==> config.mk <==
export PLATFORM = sky130hd
export DESIGN_NAME = vga_sync_gen
export DESIGN_NICKNAME = d
export VERILOG_FILES = /design/src/rtl/vga_sync_gen.sv
export SDC_FILE = /design/constraint.sdc
export NUM_CORES = 1
export LEC_CHECK = 0
export ABC_AREA = 1
export CORE_UTILIZATION = 41
export CTS_BUF_LIST = sky130_fd_sc_hd__clkbuf_8
export DETAILED_ROUTE_END_ITERATION = 6
export PLACE_DENSITY = 0.66
export SLEW_MARGIN = 10
export SYNTH_ARGS = -nofsm -noshare
export SYNTH_HDL_FRONTEND = slang
export SYNTH_SLANG_ARGS = --single-unit
==> constraint.sdc <==
create_clock -name clk -period 1.8 [get_ports clk]
set_input_delay 0.36 -clock clk [delete_from_list [all_inputs] [get_ports clk]]
set_output_delay 0.36 -clock clk [all_outputs]
set_load 0.02 [all_outputs]
==> src/rtl/vga_sync_gen.sv <==
// VGA timing generator: pixel-rate strobe, position counters, registered syncs.
// Optional VGA_FRAME_CNT_EN adds an 8-bit frame_count output for the colour stage.
module vga_sync_gen #(
  parameter int CLK_DIV   = 2,
  parameter int H_VISIBLE = 640,
  parameter int H_FRONT   = 16,
  parameter int H_SYNC    = 96,
  parameter int H_BACK    = 48,
  parameter int V_VISIBLE = 480,
  parameter int V_FRONT   = 10,
  parameter int V_SYNC    = 2,
  parameter int V_BACK    = 33
) (
  input  logic       clk,
  input  logic       reset,
  output logic       pix_tick,
  output logic [9:0] pix_x,
  output logic [9:0] pix_y,
  output logic       hsync_n,
  output logic       vsync_n,
  output logic       video_on,
  output logic       frame_start
`ifdef VGA_FRAME_CNT_EN
  ,
  output logic [7:0] frame_count
`endif
);

  localparam int H_TOTAL = H_VISIBLE + H_FRONT + H_SYNC + H_BACK;
  localparam int V_TOTAL = V_VISIBLE + V_FRONT + V_SYNC + V_BACK;
  localparam int DIV_W   = (CLK_DIV > 1) ? $clog2(CLK_DIV) : 1;

  localparam logic [DIV_W-1:0] DIV_LAST = DIV_W'(CLK_DIV - 1);
  localparam logic [9:0] H_LAST   = 10'(H_TOTAL - 1);
  localparam logic [9:0] V_LAST   = 10'(V_TOTAL - 1);
  localparam logic [9:0] H_VIS    = 10'(H_VISIBLE);
  localparam logic [9:0] V_VIS    = 10'(V_VISIBLE);
  localparam logic [9:0] HS_START = 10'(H_VISIBLE + H_FRONT);
  localparam logic [9:0] HS_END   = 10'(H_VISIBLE + H_FRONT + H_SYNC);
  localparam logic [9:0] VS_START = 10'(V_VISIBLE + V_FRONT);
  localparam logic [9:0] VS_END   = 10'(V_VISIBLE + V_FRONT + V_SYNC);

  logic [DIV_W-1:0] div;
  logic [9:0]       x_next;
  logic [9:0]       y_next;

  // Gated by reset so a divide-by-one build does not strobe while held in reset.
  assign pix_tick = ~reset & (div == DIV_LAST);

  always_ff @(posedge clk or posedge reset) begin
    if (reset) begin
      div <= '0;
    end else if (pix_tick) begin
      div <= '0;
    end else begin
      div <= div + 1'b1;
    end
  end

  always_comb begin
    x_next = pix_x;
    y_next = pix_y;
    if (pix_tick) begin
      if (pix_x == H_LAST) begin
        x_next = 10'd0;
        y_next = (pix_y == V_LAST) ? 10'd0 : pix_y + 10'd1;
      end else begin
        x_next = pix_x + 10'd1;
      end
    end
  end

  // Syncs and blanking are decoded from the next position so they line up with the counters.
  always_ff @(posedge clk or posedge reset) begin
    if (reset) begin
      pix_x       <= H_LAST;
      pix_y       <= V_LAST;
      hsync_n     <= 1'b1;
      vsync_n     <= 1'b1;
      video_on    <= 1'b0;
      frame_start <= 1'b0;
    end else begin
      pix_x       <= x_next;
      pix_y       <= y_next;
      hsync_n     <= ~((x_next >= HS_START) && (x_next < HS_END));
      vsync_n     <= ~((y_next >= VS_START) && (y_next < VS_END));
      video_on    <= (x_next < H_VIS) && (y_next < V_VIS);
      frame_start <= pix_tick && (x_next == 10'd0) && (y_next == 10'd0);
    end
  end

`ifdef VGA_FRAME_CNT_EN
  always_ff @(posedge clk or posedge reset) begin
    if (reset) begin
      frame_count <= 8'd0;
    end else if (frame_start) begin
      frame_count <= frame_count + 8'd1;
    end
  end
`endif

endmodule

# Yosys cells after proc, flatten, opt, wreduce, memory -nomap -nowiden
# Index checks and enable logic that the tools add are counted.
# word_totals
output_inout_bits	25
reg_bits	25
wordCells	35
# classes
eq_ne	2
magnitude_cmp	6
muxes	6
bitwise	4
n_reduce_logical	7
add_sub_neg	3
# ops
cell	count
2-to-1 mux 10 bit	5
adder 10 x 1 -> 10 bit, second input constant	2
equality test 10 bit, second input constant	2
zero test 10 bit	2
< comparator 10 bit, second input constant	2
< comparator 10 x 9 -> 1 bit, second input constant	2
>= comparator 10 bit, second input constant	1
>= comparator 10 x 9 -> 1 bit, second input constant	1
logical AND 1 bit	5
inverter 1 bit	3
adder 1 bit, second input constant	1
bitwise AND 1 bit	1
2-to-1 mux 1 bit	1

# Logic depth before layout (Yosys ltp)
# Gate-level depths: netlist of the first run.
# depth
ltp_word	7
mapped_depth	13

# Least setup slack after synthesis of the first run
# OpenSTA, ideal clock, no wires.
# synth_path
path_type	flip-flop to flip-flop
from	reg pix_x[0]
to	reg video_on
path_stages_with_launch	13
arrival_ps	1747
setup_time_ps	116
required_time_ps	1684
setup_slack_ps	-63
synth_period_minus_slack_ps	1863
cell_sequence	dfstp_2 ha_1 nand2_1 nor2_4 nand2_4 nor2_8 nand3_1 nand2_1 nand2_1 inv_2 nand3_1 nor2_2 nor2_1
# synth_between
elab_chain_len	5
word_cells_on_any_way	9
classes_between	1 x add/sub; 2 x order compare; 1 x eq/ne; 4 x mux; 1 x reduce/logical
# synth_rtl
item	line_no	source
start, declared	17	output logic [9:0] pix_x,
start signal, assigned	83	pix_x <= x_next;
equality test 10 bit	64	if (pix_x == H_LAST) begin
2-to-1 mux 10 bit	64	
2-to-1 mux 10 bit	63	if (pix_tick) begin
net y_next[6]	45	logic [9:0] y_next;
< comparator 10 x 9 -> 1 bit	87	video_on <= (x_next < H_VIS) && (y_next < V_VIS);
logical AND 1 bit	87	
end signal, assigned	87	
end, declared	21	output logic video_on,
# The timed path passes the listed nets, and every way through them passes these cells.

# Worst setup path after layout of the first run
# layout_path
from	reg pix_x[1]
to	reg video_on
# The elaborated chain is that of the path after synthesis.

==> results.md, run 1 <==
Placement:
- Before CTS, the worst setup slack after placement is -362 ps.
- The placed instances occupy a cell area of 2170 µm².
- The global placer's final weighted congestion is 0.934.
- The count of input and output buffers is 26.
- The placed wire-length estimate is 3250 µm.
- After detailed placement, the design holds a cell count of 344.

Detailed routing:
- In the routed design, unresolved DRC markers number 0.
- The number of iterations in the first detailed-routing pass is 4.
- The via count is 1760.
- In the routed layout, each cell is associated on average with a via count of 4.92.
- The number of antenna-violating nets in the routed design is 0.
- The first routing iteration left 71 violations.
- For this block, the routed nets add up to 4500 µm of wire.
- After detailed routing, the average wire length per cell comes to 12.6 µm.

Floorplanning:
- The boundary pin count is 27.
- For this configuration, the core starts out at a cell density of 43.8%.
- The floorplan step defined a die boundary enclosing 4250 µm².
- The width of the die is 65.2 µm.
- The site row count is 22.
- The standard cell core area is 3740 µm².
- Measured along the y axis, the die boundary spans 65.2 µm.

Critical path:
- The setup check on the worst reg-to-reg path leaves a slack of -70 ps.
- The worst setup path is of the flip-flop to flip-flop kind.
- In this design, the stage delay of the slowest critical-path cell is 570 ps.
- The endpoint type of the worst setup path is a flip-flop.
- Walking the worst path, the cells encountered are ha_4 -> nand2_4 -> nor2_4 -> nand2_4 -> nor2_8 -> nand3_2 -> nand2_1 -> nand2_2 -> inv_2 -> nand3_4 -> nor2_4 -> nor2_2.
- The worst setup path is launched from a flip-flop.
- In this run the worst path has a maximum fanout of 5.
- The arrival time of the worst setup path is 2030 ps.
- The worst-path cell with the longest stage delay is sky130_fd_sc_hd__dfstp_2.
- STA puts the critical path data required time at 1960 ps.

Yosys:
- By area, the combinational part of the netlist is dominated by simple AND/OR/NAND/NOR gates.
- The Yosys warning count is 0.
- The portion of the post-synthesis area used by sequential elements is 39.1%.
- After synthesis the cells add up to 1640 µm².
- The fraction of the mapped netlist area in compound gates is 3.05%.
- After Yosys synthesis, and, or, nand and nor cells account for 44.7% of the synthesized area.
- The post-synthesis cell type with the largest combined area is sky130_fd_sc_hd__nand2_1.
- Synthesis produced a netlist with a net count of 250.
- In this run, distinct cell masters in the synthesized netlist total 26.
- The mux contribution to synthesized area is 0%.
- Sorting the synthesized cells by area gives the leading types as sky130_fd_sc_hd__nand2_1, sky130_fd_sc_hd__dfrtp_1, sky130_fd_sc_hd__dfstp_2.
- Counting every instance in the synthesized netlist gives 245.
- Counting flops and latches in the post-synthesis netlist gives 25.
- In this run the biggest area consumer among cell types represents 20.2% of the synthesized area.
- After Yosys synthesis, full adders, half adders and majority gates account for 2.29% of the synthesized area.
- Summing the areas of all xor and xnor instances in the mapped netlist gives 0.534% of the synthesized area.
- The mean cell area of the mapped netlist is 6.69 µm².

Power:
- The peak ir drop on the vdd network is 0.827 mV.
- Summing internal, switching and leakage power gives 2460 µW.
- Net switching is 41.3% of the power.
- Summed over all nets, the switching power comes to 1020 µW.
- The clock network burns 13.9% of the power.
- The power density relative to cell area is 1020 nW/µm².
- The leakage dissipation is 0.00127 µW.
- The combinational group share of total power is 51.1%.
- The internal power of the cells totals 1440 µW.
- Registers are responsible for 35.0% of the overall power.

GRT:
- The first global-routing pass estimated 7380 µm of wire.
- After global routing the overflow that remains totals 0.
- Entering global routing, the biggest net connects 26 pins.
- The initial antenna violation count is 0.
- The via count of the first global-routing pass was 1665.
- In the global route stage, overall resource usage came out at 22.9%.

Layout:
- The non-filler instance count after layout is 358.
- Relative to the synthesized area, the layout overhead comes to 47.3%.
- In the final layout, the share of cells above drive strength 1 is 32.6%.
- After routing the design area is 2410 µm².
- 0 antenna diodes ended up in the layout.
- The total number of nets in the final design is 316.

Job:
- Max-cap violations in this run came to 0.

Clocking:
- The clock insertion delay at the later pin of the skew report is 270 ps.
- In this run, post-CTS hold repair placed 0 buffers.
- The total clock buffers created by CTS is 3.
- The TritonCTS clock tree is done.
- CTS placed an instance of sky130_fd_sc_hd__clkbuf_8 at the clock tree root.
- The number of H-tree levels is 1.
- The maximum clock insertion buffer count is 2.
- After clock tree synthesis, the clock-pin slew on the worst setup and hold paths is 90 ps.
- CTS saw 25 sinks.

STA:
- The slack of the critical path is -70.3 ps.
- The total setup violations reported at the end of the flow is 3.
- The hold slack is 449 ps.
- Derived from the worst setup path, the maximum achievable clock frequency is 535 MHz.
- The worst pin sits at a relative slew slack of 78.7%.
- Setup repair after global routing could not meet its margin everywhere.
- The total count of hold-check failures in the final report is 0.
- After layout, the minimum clock period comes to 1870 ps.
- The period utilization is 104%.
- The max-slew violation count was 0.
- On the final layout, the worst clock skew is 4.60 ps.
- The pin slew with the least headroom to its limit is 320 ps.

Hold path:
- In this run the worst hold path is classified as flip-flop to flip-flop.

Outcome:
- The flow ran to the end, but the final reports show violations.
- The checks that failed: setup timing.
[cells in the mapped netlist (all sizes together)]
master / n
a21oi: 1
clkbuf: 1
clkinv: 1
dfrtp: 13
dfstp: 12
ha: 3
inv: 43
nand2: 90
nand3: 27
nand3b: 1
nand4: 8
nor2: 31
nor3: 4
nor3b: 1
o21ai: 6
o21bai: 2
xor2: 1
[metal layers]
layer  GRT usage [%]  vias to the layer above  part of all wire, %  wire, µm
li1                -                      888                    -         -
met1            29.5                      829                   46      2060
met2            38.0                       39                   49      2220
met3            4.69                        4                  3.8       170
met4            7.34                        0                  1.2        52
met5               0                        -                    0         0
[area by class of cell]
class                      count  area, µm²
fill                         369       1330
inverter                      44        168
tap                           48       60.1
sequential                    25        642
timing repair buffer          61        517
clock inverter                 1       7.51
clock buffer                   3       41.3
multi-input combinational    176        978
[through the flow]
stage | util (%) | setup TNS [ps]
after floorplan | - | -1.63
after global placement | 57.9 | -1910
after detailed placement | 57.9 | -1970
after CTS | 61.7 | -46.8
after global routing | 64.5 | -621
final | 64.5 | -168
[worst max-delay path: cells and delay by family, from the launching register on]
family                   cells  cell delay, ps
adder cells (fa/ha/maj)      1             160
buffers and inverters        1              90
flip-flops                   1             570
AND/OR/NAND/NOR             10             940
[power groups by stage]
stage / clock (µW) / combinational, µW / sequential [µW]
final: 342 / 1260 / 860
after global routing: 375 / 1380 / 882
after CTS: 358 / 1180 / 860
after detailed placement: 0 / 1170 / 864
after global placement: 0 / 1160 / 862
after floorplan: 0 / 470 / 1010
[state kept, by name (all words and copies together) (netlist names)]
name         flops
vsync_n          1
pix_y           10
div              1
hsync_n          1
pix_x           10
frame_start      1
video_on         1
[path summary, 6_finish.rpt]
check / start / end / cells after the start
worst max-delay path: pix_x[1]$_DFF_PP1_ / video_on$_DFF_PP0_ / 12
worst min-delay path: div$_DFF_PP0_ / div$_DFF_PP0_ / 1
worst max register to register: pix_x[1]$_DFF_PP1_ / video_on$_DFF_PP0_ / 12
worst min register to register: div$_DFF_PP0_ / div$_DFF_PP0_ / 1
max in group asynchronous: reset / pix_x[4]$_DFF_PP1_ / 3
min in group asynchronous: reset / pix_y[0]$_DFF_PP0_ / 3
[cells in the final DEF, fill, tap and decap left out, drive strengths merged]
cell type,n
nand2,90
inv,44
buf,35
nor2,32
nand3,27
dfrtp,13
dfstp,12
clkdlybuf4s50,12
dlygate4sd2,9
nand4,8
o21ai,6
dlymetal6s2s,4
clkbuf,4
nor3,4
ha,3
o21bai,2
nand3b,1
nor3b,1
xor2,1
a21oi,1
clkinvlp,1
[what timing repair did]
item	CTS	global route
resized for setup	25	25
cloned	1	0
setup buffers	4	5
pin swaps	2	6
setup endpoints to repair	13	13
[logic make-up (layout without fill, tap and decap cells)]
kind of cell               count (synthesis)  in the layout
DFF                                       25             25
AOI/OAI and AO/OA                          9              9
xor gates and xnor gates                   1              1
adders and majority gates                  3              3
and+or+nand+nor                          162            163
buffers and inverters                     45            109
Power figures use the tool's default switching activity.
==> inputs of run 2 (changes only) <==
Settings changed: CTS_CLUSTER_DIAMETER set to 120.
==> results of run 2 <==
Final layout, timing and power as in run 1 (identical DEF).
==> inputs of run 3 (changes only) <==
Settings changed: CAP_MARGIN set to 10, PLACE_DENSITY 0.66 to unset, PLACE_DENSITY_LB_ADDON set to 0.25.
==> run 3 against run 2 <==
The run still ends with setup timing left. Global-route usage decreased by 0.66 points. Final cell count increased by 0.56%. Critical path depth decreased by 1. Non-clock buffer count increased by 2. Clock-buffer cell count unchanged. Sequential share of layout area increased by 0.47 points. Core utilization decreased by 1.2 points. Clock power increased by 1%. Wire length decreased by 3.5%. Combinational power about the same.
==> results.md, run 3 (same netlist as run 1, synthesis figures left out) <==
STA:
- The total count of hold-check failures in the final report is 0 (unchanged).
- The headroom to the max-slew limit is 78.9% (+0.20 points).
- The period utilization was 106% (+1.7 points).
- Setup repair after global routing could not meet its margin everywhere.
- The highest clock frequency the design can meet came to 526 MHz (-1.6%).
- The shortest period the worst path allows is 1900 ps (+30.3 ps).
- The hold slack is 440 ps (-9.41 ps).
- The total setup violations reported at the end of the flow was 4 (+1).
- The final clock skew is 2.26 ps (-2.35 ps).
- The max-slew violation count is 0 (unchanged).
- The pin slew with the least headroom to its limit came to 317 ps (-2.96 ps).
- The slack of the critical path is -101 ps (-30.3 ps).

Placement:
- The count of input and output buffers is 26 (unchanged).
- The global placer's final weighted congestion was 0.872 (-6.7%).
- The placed wire-length estimate came to 3180 µm (-2.1%).
- The cell count after placement came to 352 (+2.3%).

Floorplanning:
- The vertical extent of the die came to 65.2 µm (unchanged).
- The boundary pin count was 27 (unchanged).
- The width of the die was 65.2 µm (unchanged).
- The standard cell core area is 3740 µm² (unchanged).
- The total die area is 4250 µm² (unchanged).
- The site row count is 22 (unchanged).
- The starting density of the core was 43.8% (unchanged).

Critical path:
- The peak fanout along the critical path is 4 (-1).
- The critical path in this run is classified as flip-flop to flip-flop.
- The arrival time of the worst setup path is 2100 ps (+70 ps).
- The worst setup path is launched from a flip-flop.
- The endpoint type of the worst setup path is a flip-flop.
- The required arrival time at the worst endpoint is 2000 ps (+40 ps).

Detailed routing:
- The number of iterations in the first detailed-routing pass was 4 (unchanged).
- The via count is 1764 (+0.23%).
- The met2 wirelength from detailed routing was 2000 µm (-10%).
- The met3 layer wire length in the routed design is 219 µm (+29%).
- The sum of routed wire segments on met1 is 2050 µm (-0.24%).
- The number of antenna-violating nets in the routed design came to 0 (unchanged).
- The highest layer touched by signal routing is met4.
- The initial DRC count is 139 (+96%).
- The wire length after detailed routing is 4340 µm (-3.5%).
- The via density per instance is 4.90 (-0.33%).
- The average routed wire per standard cell is 12.1 µm (-4.0%).
- The number of design rule violations left after detail routing came to 0 (unchanged).

Layout:
- The top cell types in the final layout, fill and taps aside, are sky130_fd_sc_hd__nand2_1, sky130_fd_sc_hd__buf_4, sky130_fd_sc_hd__inv_1.
- The fraction of layout cells with a size suffix above 1 is 29.5% (-3.1 points).
- The post-synthesis to final-layout area growth is 44.4%.
- The sequential cell area is 641 µm² (-0.20%).
- The number of antenna diodes is 0 (unchanged).
- The largest registers in the layout are pix_x: 10 flops, pix_y: 10 flops.
- The total number of nets in the final design came to 318 (+0.63%).
- The total of fill cells in the finished design came to 363 (-1.6%).
- The multi-input logic area is 925 µm² (-5.5%).
- Leaving out fill and tap cells, the most frequent cell in the layout is sky130_fd_sc_hd__nand2_1.
- The non-filler instance count after layout is 360 (+0.56%).

GRT:
- The first-pass GRT wire length is 7300 µm (-1.1%).
- The via count of the first global-routing pass is 1667 (+0.12%).
- The total routing usage reported by global routing is 22.2% (-0.66 points).
- The initial antenna violation count is 0 (unchanged).
- The total global routing overflow was 0 (unchanged).
- The pin count of the biggest net entering global routing is 26 (unchanged).

Clocking:
- The TritonCTS clock tree is done.
- The clock-pin slew of the registers on the worst-case setup and hold paths is 90 ps (about the same).
- The clock insertion delay at the later pin of the skew report is 270 ps (about the same).
- The number of H-tree levels is 1 (unchanged).
- The tree is rooted in a sky130_fd_sc_hd__clkbuf_8.
- The maximum clock insertion buffer count was 2 (unchanged).
- The total clock buffers created by CTS is 3 (unchanged).
- The number of sinks handled by clock tree synthesis was 25 (unchanged).

Power:
- The power density relative to cell area is 1050 nW/µm² (+2.8%).
- The leakage dissipation is 0.00129 µW (+0.99%).
- The peak ir drop on the vdd network came to 0.883 mV (+6.7%).

Outcome:
- The checks that failed: setup timing.
- The flow ran to the end, but the final reports show violations.

Hold path:
- The path class of the tightest hold or removal check is flip-flop to flip-flop.

Job:
- The number of violations of the max-capacitance limit is 0 (unchanged).
## run 3: final timing paths
| path | startpoint | endpoint | slack [ps] | cells past startpoint |
|---|---|---|---|---|
| max in group asynchronous | reset | pix_x[3]$_DFF_PP1_ | 1010 | 3 |
| min in group asynchronous | reset | pix_y[0]$_DFF_PP0_ | 490 | 3 |
| max reg2reg | pix_x[1]$_DFF_PP1_ | frame_start$_DFF_PP0_ | -100 | 11 |
| min | div$_DFF_PP0_ | div$_DFF_PP0_ | 440 | 1 |
| max | pix_x[1]$_DFF_PP1_ | frame_start$_DFF_PP0_ | -100 | 11 |
| min reg2reg | div$_DFF_PP0_ | div$_DFF_PP0_ | 440 | 1 |
## run 3: routing by layer
layer  GRT usage (%)  vias up
li1                -      895
met1            30.1      799
met2            36.1       58
met3            3.47       12
met4            6.79        0
met5               0        -
## run 3: critical path: stages, from the launching register on
cell                      delay, ps
sky130_fd_sc_hd__dfstp_2        570
sky130_fd_sc_hd__ha_4           160
sky130_fd_sc_hd__nand2_4         60
sky130_fd_sc_hd__nor2_4         180
sky130_fd_sc_hd__buf_4          140
sky130_fd_sc_hd__buf_4          100
sky130_fd_sc_hd__nand3_1         60
sky130_fd_sc_hd__nand4_1        120
sky130_fd_sc_hd__nand3_1        100
sky130_fd_sc_hd__nor2_1         120
sky130_fd_sc_hd__nand2_1         70
sky130_fd_sc_hd__nor3_2         160
## run 3: cell type report
type | instances | share of cell area (%)
Tap cell | 48 | 2.54
Multi-Input combinational cell | 176 | 39.1
Timing Repair Buffer | 63 | 22.3
Inverter | 44 | 7.08
Clock buffer | 3 | 1.74
Clock inverter | 1 | 0.211
Sequential cell | 25 | 27.1
## run 3: repair_timing
| item | in CTS | in global routing |
|---|---|---|
| endpoints found under the hold margin | 0 | 0 |
| endpoints found under the setup margin | 14 | 10 |
| buffers inserted | 2 | 1 |
| hold buffers | 0 | 0 |
| gates cloned | 1 | 0 |
| pin swaps | 11 | 8 |
| gates resized for setup | 19 | 15 |
## run 3: power breakdown
group          switching (µW)  internal (µW)  leakage [µW]
registers                 119            726      0.000266
logic                     692            595      0.000995
clock network             191            155     0.0000255
## run 3: metrics by stage
step / total power, µW / area (µm²) / util, % / setup slack, ps / TNS (ps)
3_3_place_gp: 2110 / 2230 / 59.5 / -339 / -1630
5_1_grt: 2660 / 2370 / 63.2 / -204 / -831
3_5_place_dp: 2120 / 2230 / 59.5 / -364 / -1840
2_1_floorplan: 1480 / 1660 / - / -1.63 / -1.63
4_1_cts: 2450 / 2320 / 62.0 / -98.8 / -342
6_report: 2480 / 2370 / 63.2 / -101 / -291
